<file path="src/rtl/kgp_pkg.sv">
// kgp_pkg: shared widths, HALT encoding and fetch state type
package kgp_pkg;
  localparam int PC_W = 10;
  localparam int INSTR_W = 32;
  localparam int OPC_W = 3;
  localparam int FCODE_W = 4;
  localparam int LABEL_W = 25;
  localparam logic [OPC_W-1:0] HALT_OPC = 3'b111;
  localparam logic [FCODE_W-1:0] HALT_FCODE = 4'b1111;
  typedef enum logic [2:0] {IDLE, FETCH, WAIT, OUT, HALT} fetchState_t;
  function automatic logic isHalt(input logic [INSTR_W-1:0] w);
    return w[INSTR_W-1 -: OPC_W+FCODE_W] == {HALT_OPC, HALT_FCODE};
  endfunction
endpackage

</file>
<file path="src/rtl/pc_reg.sv">
// pc_reg: program counter with redirect load and wrapping increment
module pc_reg import kgp_pkg::*; (
  input  logic            clk,
  input  logic            rst_n,
  input  logic            load,
  input  logic            inc,
  input  logic [PC_W-1:0] loadVal,
  output logic [PC_W-1:0] pc
);
  // redirect wins over increment; increment wraps naturally at 2^PC_W
  always_ff @(posedge clk or negedge rst_n)
    if (!rst_n) pc <= '0;
    else if (load) pc <= loadVal;
    else if (inc) pc <= pc + PC_W'(1);
endmodule

</file>
<file path="src/rtl/fetch_unit.sv">
// fetch_unit: single-outstanding instruction fetch FSM with redirect and HALT
module fetch_unit import kgp_pkg::*; (
  input  logic               clk,
  input  logic               rst_n,
  input  logic               PCSrc,
  input  logic [PC_W-1:0]    exNPC,
  output logic               imem_req,
  output logic [PC_W-1:0]    imem_addr,
  input  logic               imem_valid,
  input  logic [INSTR_W-1:0] imem_rdata,
  output logic [INSTR_W-1:0] instr,
  output logic [PC_W-1:0]    instr_PC,
  output logic               instr_valid,
  input  logic               instr_ready,
  output logic               halted
);
  fetchState_t state, nextState;
  logic squash;
  logic pcLoad;
  logic capture;
  logic [PC_W-1:0] pc;

  assign pcLoad = PCSrc && state != IDLE;
  assign capture = state == WAIT && imem_valid && !squash && !PCSrc;
  assign imem_addr = pc;
  assign instr_valid = state == OUT;
  assign halted = state == HALT;

  pc_reg uPc (
    .clk     (clk),
    .rst_n   (rst_n),
    .load    (pcLoad),
    .inc     (capture),
    .loadVal (exNPC),
    .pc      (pc)
  );

  // state register
  always_ff @(posedge clk or negedge rst_n)
    if (!rst_n) state <= IDLE;
    else state <= nextState;

  // a redirect while waiting marks the in-flight word as stale until it returns
  always_ff @(posedge clk or negedge rst_n)
    if (!rst_n) squash <= 1'b0;
    else if (state == WAIT) squash <= imem_valid ? 1'b0 : (PCSrc ? 1'b1 : squash);

  // capture the returned word and its PC for presentation to decode
  always_ff @(posedge clk or negedge rst_n)
    if (!rst_n) begin
      instr <= '0;
      instr_PC <= '0;
    end else if (capture) begin
      instr <= imem_rdata;
      instr_PC <= pc;
    end

  // next state and request; redirect dominates everywhere except IDLE
  always_comb begin
    nextState = state;
    imem_req = 1'b0;
    case (state)
      IDLE:  nextState = FETCH;
      FETCH: begin
        imem_req = !PCSrc;
        nextState = PCSrc ? FETCH : WAIT;
      end
      WAIT:  nextState = imem_valid ? ((PCSrc || squash) ? FETCH : OUT) : WAIT;
      OUT:   nextState = PCSrc ? FETCH : (instr_ready ? (isHalt(instr) ? HALT : FETCH) : OUT);
      HALT:  nextState = PCSrc ? FETCH : HALT;
      default: nextState = IDLE;
    endcase
  end
endmodule

</file>
<file path="config.mk">
export PLATFORM = sky130hd
export DESIGN_NAME = fetch_unit
export DESIGN_NICKNAME = d
export VERILOG_FILES = /design/src/rtl/kgp_pkg.sv /design/src/rtl/pc_reg.sv /design/src/rtl/fetch_unit.sv
export SDC_FILE = /design/constraint.sdc
export NUM_CORES = 1
export LEC_CHECK = 0
export BUFFER_PORTS_ARGS = -buffer_cell sky130_fd_sc_hd__clkbuf_2
export CAP_MARGIN = 20
export CORE_AREA = 2 2 74 76
export DETAILED_ROUTE_END_ITERATION = 6
export DIE_AREA = 0 0 76 78
export GPL_TIMING_DRIVEN = 0
export PLACE_DENSITY = 0.78
export SKIP_CTS_REPAIR_TIMING = 1
export SYNTH_ARGS = -nofsm -noshare
export SYNTH_HDL_FRONTEND = slang
export SYNTH_SLANG_ARGS = --single-unit
</file>
<file path="constraint.sdc">
create_clock -name clk -period 3.7 [get_ports clk]
set_clock_uncertainty 0.2 [all_clocks]
set_input_delay 0.925 -clock clk [delete_from_list [all_inputs] [get_ports clk]]
set_output_delay 0.925 -clock clk [all_outputs]
set_load 0.01 [all_outputs]
</file>
==> out/metrics.json, run 1 <==
{
  "synthesis": {
    "post-synth-top-count-cell": "dfrtp_1",
    "synth-async-reset-ratio": 1.00,
    "synth_top_cells_by_area": "dfrtp_1 (58%), mux2_2 (18%), buf_6 (2.8%)",
    "synth_top_area_frac": 0.577,
    "synth_edf_count": 0,
    "synth_sequential_area_ratio": 0.577,
    "ys_ff_latch": 56,
    "mappedNetlistNets": 229,
    "post-synth-top-area-cell": "dfrtp_1",
    "synth_flop_cell": "dfrtp_1",
    "synth_area_per_cell_um2": 13.4,
    "yosys_warn_count": 0,
    "syn-cell-area_um2": 2430,
    "yosys-top-cells-count": "dfrtp_1 (56), mux2_2 (39), nor2_1 (12), a21oi_1 (11), xor2_1 (7)",
    "post_synth_inst_count": 181,
    "post_synth_num_cell_types": 34
  },
  "power_and_ir_drop": {
    "power.share.clock": 0.155,
    "vdd_ir_drop_max_mv": 0.427,
    "sequential_share_of_power": 0.463,
    "comb_power_share": 0.382,
    "cell_internal_pwr_mw": 1.48,
    "power.leakage_nw": 1.60,
    "power_spent_charging_and_discharging_nets_mw": 0.786,
    "switching_share": 0.346,
    "cellPowerDensity_nw_per_um2": 724
  },
  "floorplan": {
    "die_y_um": 78,
    "floorplan.initialDensity": 0.481,
    "die-width_um": 76,
    "design.die.area_um2": 5930,
    "ios": 102,
    "floorplan.core_area_um2": 5040,
    "core.rowCount": 26
  },
  "finish": {
    "register_area_um2": 1400,
    "multi_input_comb_area_um2": 938,
    "final-instance-count-excl-fill": 360,
    "largest_reg_flops": 32,
    "diodes": 0,
    "number_of_fill_cells": 437,
    "drive_above_1_share": 0.566,
    "layout.nets": 338,
    "area_delta_synth_final_pct": 29.2
  },
  "hold_path": {
    "hp-class": "reg -> reg",
    "holdCritStartpoint": "instr_PC[4]",
    "min_to": "instr_PC[4]",
    "min_delay_path_depth": 1
  },
  "timing": {
    "hold-worst-slack_ps": 310,
    "achievable_frequency_ghz": 0.374,
    "max_slew.worst_pin.slew_ps": 747,
    "finalMaxSlewViolations": 0,
    "setup_viol_count_final": 0,
    "final.period_utilization": 0.723,
    "maxSlewHeadroom": 0.502,
    "timing.setup.tns_ps": 0,
    "rsz0062_at_grt": "false",
    "timing_hold_violations_final": 0,
    "finalCriticalPeriod_ps": 2670
  },
  "global_routing": {
    "maximum_number_of_pins_on_one_net_before_global_route_repair": 30,
    "grt_antenna_before_repair": 0,
    "overflow_after_grt": 0,
    "grt_util_all_layers": 0.177,
    "number_of_global_route_vias_before_repair": 1830,
    "grt_first_pass_wirelength_um": 8360
  },
  "worst_setup_path": {
    "critical_path.n_buffers_inverters": 2,
    "regToRegStartpoint": "state[1]",
    "worst_path_max_delay_cell": "nor4b_1",
    "required_ps": 2570,
    "worst_r2r_path_depth": 6,
    "longest_individual_stage_delay_on_the_worst_path_ps": 290,
    "crit_path_cell_trace": "clkbuf_2 > nor4b_1 > clkbuf_2",
    "timing.critical_path.mode_cell": "clkbuf_2",
    "cpLargestDelayFamily": "buffers and inverters",
    "cp-end-kind": "primary output",
    "worstPathMaxFanout": 8,
    "worstSetupPathType": "in -> out",
    "rrSetupSlack_ps": 1830,
    "cp_data_arrival_time_ps": 1550,
    "critical_path.reg2reg.endpoint": "instr[0]",
    "cp-start-kind": "primary input"
  },
  "cts": {
    "insertion_delay_to_the_later_sink_of_the_worst_skew_pair_ps": 290,
    "cts_root_buffer": "clkbuf_8",
    "cts_htree_levels": 2,
    "cts_tree": "yes",
    "ctsLongestPathBuffers": 2,
    "clock_pin_slew_worst_setup_and_hold_paths_ps": 90,
    "clock_sinks": 56,
    "numCtsBuffers": 5
  },
  "routing": {
    "drt-pass1-iter-count": 4,
    "route.detailed.vias_per_inst": 4.98,
    "routed_wirelength_um": 4960,
    "via_count": 1794,
    "post_drt_wl_per_cell_um": 13.8,
    "drt-initial-drc-count": 66,
    "detail-route-antenna-nets": 0,
    "route.detailed.drc": 0
  },
  "place": {
    "place_hpwl_um": 3800,
    "place_congestion": 0.698,
    "port_buffers": 101,
    "place.detailed.instances": 353
  },
  "job": {
    "cap_viol_max_count": 0
  },
  "outcome": {
    "run_status": "finished clean"
  }
}
==> power by group through the flow <==
stage	registers [mW]	clock network, mW	logic (mW)
2_1_floorplan	1.16	0	0.391
3_3_place_gp	1.05	0	0.857
3_5_place_dp	1.06	0	0.883
4_1_cts	1.05	0.363	0.885
5_1_grt	1.08	0.388	0.949
6_report	1.05	0.352	0.868
==> metrics by stage <==
step	power, mW	setup slack [ps]	util	cell area, µm²
6_report	2.27	1030	0.622	3140
2_1_floorplan	1.55	1180	-	2430
4_1_cts	2.30	1010	0.622	3140
3_5_place_dp	1.95	1020	0.603	3040
3_3_place_gp	1.90	1010	0.599	3020
5_1_grt	2.42	971	0.622	3140
==> logic make-up (layout without fill, tap and decap cells) <==
logic type	count (synthesis)	after routing	share of synthesized area
buffers and inverters	11	120	0.0361
AOI/OAI and AO/OA	20	20	0.0459
adders and majority gates	1	1	0.00515
and+or+nand+nor	43	43	0.107
xor gates and xnor gates	7	7	0.0253
muxes	43	43	0.204
DFF	56	56	0.577
==> area by class of cell <==
type                       count  area share
buffer                        10      0.0267
tap                           70      0.0279
timing repair buffer         102       0.168
inverter                       1     0.00120
clock buffer                   7      0.0307
sequential                    56       0.447
multi-input combinational    114       0.299
==> placed cells by master, fill, tap and decap left out, types with 3 or more instances in the layout <==
| master | instances |
|---|---|
| a21oi_1 | 11 |
| mux2_2 | 39 |
| nand3_1 | 4 |
| o21ai_0 | 4 |
| clkbuf_8 | 7 |
| buf_6 | 6 |
| a31oi_1 | 3 |
| xor2_1 | 7 |
| nor2_1 | 12 |
| clkbuf_2 | 101 |
| nand4_1 | 6 |
| clkbuf_1 | 3 |
| dfrtp_1 | 56 |
| mux2_4 | 3 |
==> routing by layer <==
metal	global-route usage	up-vias	wire (µm)
met2	0.310	61	2520
met1	0.205	869	2010
met3	0.0640	4	371
li1	-	860	-
met4	0.0527	0	49
met5	0	-	0
==> how the worst max path moves through the flow <==
stage	startpoint	end	slack, ps	cells past startpoint
final	PCSrc	imem_req	1030	3
after global routing	PCSrc	imem_req	970	3
after CTS	PCSrc	imem_req	1010	3
after detailed placement	PCSrc	imem_req	1020	3
after global placement	PCSrc	imem_req	1010	3
after floorplan	PCSrc	imem_req	1180	1
==> worst register-to-register path: stages (launching register included) <==
cell and delay, ps:
dfrtp_1 360, buf_2 160, and4bb_1 230, buf_6 140, nand2_4 130, buf_6 180, mux2_2 350
Power figures use the tool's default switching activity.
==> inputs of run 2 (changes only) <==
--- a/config.mk
+++ b/config.mk
@@ -5,13 +5,14 @@
 export SDC_FILE = /design/constraint.sdc
 export NUM_CORES = 1
 export LEC_CHECK = 0
+export ABC_AREA = 1
 export BUFFER_PORTS_ARGS = -buffer_cell sky130_fd_sc_hd__clkbuf_2
 export CAP_MARGIN = 20
-export CORE_AREA = 2 2 74 76
+export CORE_AREA = 2 2 81 83
 export DETAILED_ROUTE_END_ITERATION = 6
-export DIE_AREA = 0 0 76 78
+export DIE_AREA = 0 0 83 85
 export GPL_TIMING_DRIVEN = 0
-export PLACE_DENSITY = 0.78
+export PLACE_DENSITY = 0.72
 export SKIP_CTS_REPAIR_TIMING = 1
 export SYNTH_ARGS = -nofsm -noshare
 export SYNTH_HDL_FRONTEND = slang
==> constraint.sdc (replaced) <==
create_clock -name clk -period 2.45 [get_ports clk]
set_clock_uncertainty 0.2 [all_clocks]
set_input_delay 0.6125 -clock clk [delete_from_list [all_inputs] [get_ports clk]]
set_output_delay 0.6125 -clock clk [all_outputs]
set_load 0.01 [all_outputs]
==> run 2 against run 1 <==
Compared with the run above: routed wire length rose by 25%; clock power up 48%; count of clock-buffer cells in the layout down 2; non-clock buffer count unchanged; sequential share of layout area fell by 1.7 points; critical path type is now reg -> out; power grew 57%; synthesized area increased by 5.7%; register-to-register slack got worse by 1000 ps; worst setup slack worse by 770 ps; first-iteration DRC count rose by 120%; highest routed layer unchanged.
==> out/metrics.json, run 2 <==
{
  "outcome": {
    "run_status": "finished clean"
  },
  "worst_setup_path": {
    "worst_path_max_delay_cell": "dfrtp_1",
    "cp-end-kind": "primary output",
    "worstSetupPathType": "reg -> out",
    "required": {"value": 1640, "unit": "ps", "change": "-930 ps"},
    "crit_path_cell_trace": "nor3_1 > clkbuf_2",
    "longest_individual_stage_delay_on_the_worst_path": {"value": 460, "unit": "ps", "change": "+170 ps"},
    "cp-start-kind": "register",
    "cpLargestDelayFamily": "flip-flops",
    "critical_path.n_buffers_inverters": {"value": 1, "change": "-1"},
    "worstPathMaxFanout": {"value": 6, "change": "-2"},
    "cp_data_arrival_time": {"value": 1380, "unit": "ps", "change": "-170 ps"}
  },
  "routing": {
    "detailroute.wirelength.met3": {"value": 366, "unit": "µm", "change": "-1.3%"},
    "detail-route-antenna-nets": {"value": 0, "change": "unchanged"},
    "post_drt_wl_per_cell": {"value": 12.2, "unit": "µm", "change": "-12%"},
    "routed_wirelength": {"value": 6200, "unit": "µm", "change": "+25%"},
    "wl_met1": {"value": 2780, "unit": "µm", "change": "+38%"},
    "route.detailed.drc": {"value": 0, "change": "unchanged"},
    "dr.max_layer_used": "met4",
    "route.detailed.vias_per_inst": {"value": 4.69, "change": "-5.9%"},
    "met2WireLength": {"value": 2960, "unit": "µm", "change": "+17%"},
    "drt-initial-drc-count": {"value": 146, "change": "+120%"},
    "drt-pass1-iter-count": {"value": 4, "change": "unchanged"},
    "via_count": {"value": 2391, "change": "+33%"}
  },
  "place": {
    "place_hpwl": {"value": 4570, "unit": "µm", "change": "+20%"},
    "port_buffers": {"value": 101, "change": "unchanged"},
    "place_congestion": {"value": 0.813, "change": "+17%"},
    "place.detailed.instances": {"value": 502, "change": "+42%"},
    "dp_slack": {"value": 506, "unit": "ps", "change": "-512 ps"}
  },
  "global_routing": {
    "overflow_after_grt": {"value": 0, "change": "unchanged"},
    "grt_first_pass_wirelength": {"value": 10400, "unit": "µm", "change": "+24%"},
    "grt_antenna_before_repair": {"value": 0, "change": "unchanged"},
    "maximum_number_of_pins_on_one_net_before_global_route_repair": {"value": 57, "change": "+90%"},
    "number_of_global_route_vias_before_repair": {"value": 2297, "change": "+26%"},
    "grt_util_all_layers": {"value": 0.180, "change": "+0.00330"}
  },
  "synthesis": {
    "syn-cell-area": {"value": 2560, "unit": "µm²", "change": "+5.7%"},
    "synth_sequential_area_ratio": {"value": 0.546, "change": "-0.0310"},
    "yosys-top-cells-count": "nand2_1 (159), dfrtp_1 (56), nand3_1 (24), inv_1 (20), nor2_1 (20)",
    "synth-async-reset-ratio": {"value": 1.00, "change": "unchanged"},
    "post-synth-top-area-cell": "dfrtp_1",
    "post-synth-top-count-cell": "nand2_1",
    "mappedNetlistNets": {"value": 372, "change": "+62%"},
    "synth_area_per_cell": {"value": 7.92, "unit": "µm²", "change": "-41%"},
    "post_synth_num_cell_types": {"value": 21, "change": "-38%"},
    "synth_flop_cell": "dfrtp_1",
    "yosys_warn_count": {"value": 0, "change": "unchanged"},
    "synth_edf_count": {"value": 0, "change": "unchanged"},
    "post_synth_inst_count": {"value": 324, "change": "+79%"},
    "synth_top_area_frac": {"value": 0.546, "change": "-0.0310"},
    "synth_top_cells_by_area": "dfrtp_1 (55%), nand2_1 (23%), nand3_1 (4.7%)",
    "ys_ff_latch": {"value": 56, "change": "unchanged"}
  },
  "job": {
    "cap_viol_max_count": {"value": 0, "change": "unchanged"}
  },
  "floorplan": {
    "ios": {"value": 102, "change": "unchanged"},
    "floorplan.core_area": {"value": 6200, "unit": "µm²", "change": "+23%"},
    "die-width": {"value": 83, "unit": "µm", "change": "+9.2%"},
    "die_y": {"value": 85, "unit": "µm", "change": "+9.0%"},
    "core.rowCount": {"value": 29, "change": "+12%"},
    "design.die.area": {"value": 7060, "unit": "µm²", "change": "+19%"},
    "floorplan.initialDensity": {"value": 0.413, "change": "-0.0680"}
  },
  "timing": {
    "rsz0062_at_grt": "false",
    "timing.final.ws_setup": {"value": 258, "unit": "ps", "change": "-769 ps"},
    "finalCriticalPeriod_ps": 2190,
    "setup_viol_count_final": {"value": 0, "change": "unchanged"},
    "achievable_frequency_ghz": 0.456,
    "max_slew.worst_pin.slew": {"value": 764, "unit": "ps", "change": "+17.3 ps"},
    "maxSlewHeadroom": {"value": 0.490, "change": "-0.0115"},
    "timing_hold_violations_final": {"value": 0, "change": "unchanged"},
    "timing.setup.tns": {"value": 0, "unit": "ps", "change": "unchanged"},
    "final.period_utilization": 0.895,
    "finalMaxSlewViolations": {"value": 0, "change": "unchanged"}
  },
  "cts": {
    "numCtsBuffers": {"value": 5, "change": "unchanged"},
    "cts_htree_levels": {"value": 2, "change": "unchanged"},
    "clock_pin_slew_worst_setup_and_hold_paths": {"value": 100, "unit": "ps", "change": "about the same"},
    "clock_sinks": {"value": 56, "change": "unchanged"},
    "cts_tree": "yes",
    "cts_root_buffer": "clkbuf_8",
    "insertion_delay_to_the_later_sink_of_the_worst_skew_pair": {"value": 310, "unit": "ps", "change": "+20 ps"},
    "ctsLongestPathBuffers": {"value": 2, "change": "unchanged"}
  },
  "power_and_ir_drop": {
    "cellPowerDensity": {"value": 1090, "unit": "nW/µm²", "change": "+51%"},
    "vdd_ir_drop_max": {"value": 0.453, "unit": "mV", "change": "+6.2%"},
    "totalPowerFinal": {"value": 3.57, "unit": "mW", "change": "+57%"},
    "power.leakage": {"value": 1.91, "unit": "nW", "change": "+19%"}
  },
  "finish": {
    "most-common-layout-cells": "nand2_1 (159), clkbuf_2 (100), dfrtp_1 (56), nand3_1 (24)",
    "layout.nets": {"value": 480, "change": "+42%"},
    "diodes": {"value": 0, "change": "unchanged"},
    "final_common_cell": "nand2_1",
    "drive_above_1_share": {"value": 0.293, "change": "-0.272"},
    "area_delta_synth_final_pct": 27.2,
    "post-route-util": {"value": 0.526, "change": "-0.0964"},
    "largest_reg_flops": {"value": 32, "change": "unchanged"},
    "final-instance-count-excl-fill": {"value": 510, "change": "+42%"}
  },
  "hold_path": {
    "hp-class": "in -> async"
  }
}
## run 2: changes by cell type after synthesis, moves of 7 or more
cell / change
a21oi_1: -7
inv_1: +19
o21ai_1: +7
nand2_1: +157
nor2_1: +8
nand3_1: +20
mux2_2: -39
xor2_1: -7
## run 2: worst paths after layout
path / start / endpoint / slack [ps] / cells past startpoint
max: state[2] / instr_valid / 260 / 2
min: rst_n / instr_PC[6] / 170 / 1
max reg2reg: uPc.pc[1] / uPc.pc[8] / 790 / 8
min reg2reg: instr[5] / instr[5] / 290 / 2
max in group asynchronous: rst_n / uPc.pc[5] / 1360 / 1
min in group clk: imem_rdata[24] / instr[24] / 280 / 3
## run 2: per-layer routing
metal | vias to the layer above | global-route usage
met5 | - | 0
met4 | 0 | 0.0641
met3 | 8 | 0.0409
met2 | 83 | 0.304
met1 | 1084 | 0.229
li1 | 1216 | -
## run 2: worst register-to-register path: stages (launching register included)
cell,delay (ps)
dfrtp_1,490
ha_1,210
nand2_1,110
nor2_1,200
nand3_1,110
nand2_1,70
nand3_1,60
nand2_1,70
nand2_1,40
## run 2: cell families after synthesis
family	after synthesis	synth area share
DFF	56	0.546
adders and majority gates	1	0.00488
and+or+nand+nor	214	0.337
buffers and inverters	34	0.0712
AOI/OAI and AO/OA	19	0.0410
## run 2: final cells by class
type,instances,area [µm²]
fillers,601,2940
flip-flops and latches,56,1400
multi-input cells,234,981
repair buffers,101,508
plain buffers,11,96.3
well taps,77,96.3
inverters,23,86.3
clock buffers,5,68.8
clock inverters,3,23.8
## run 2: through the flow
step                hold WS, ps  cell area (µm²)
floorplan                   117             2560
detailed placement          266             3170
global route                237             3260
global placement            264             3170
finish                      173             3260
CTS                         218             3260
## run 2: power by group
group	switching, mW	internal [mW]	leakage, nW
registers	0.301	1.31	0.714
logic	0.848	0.591	1.16
clock network	0.318	0.203	0.0404
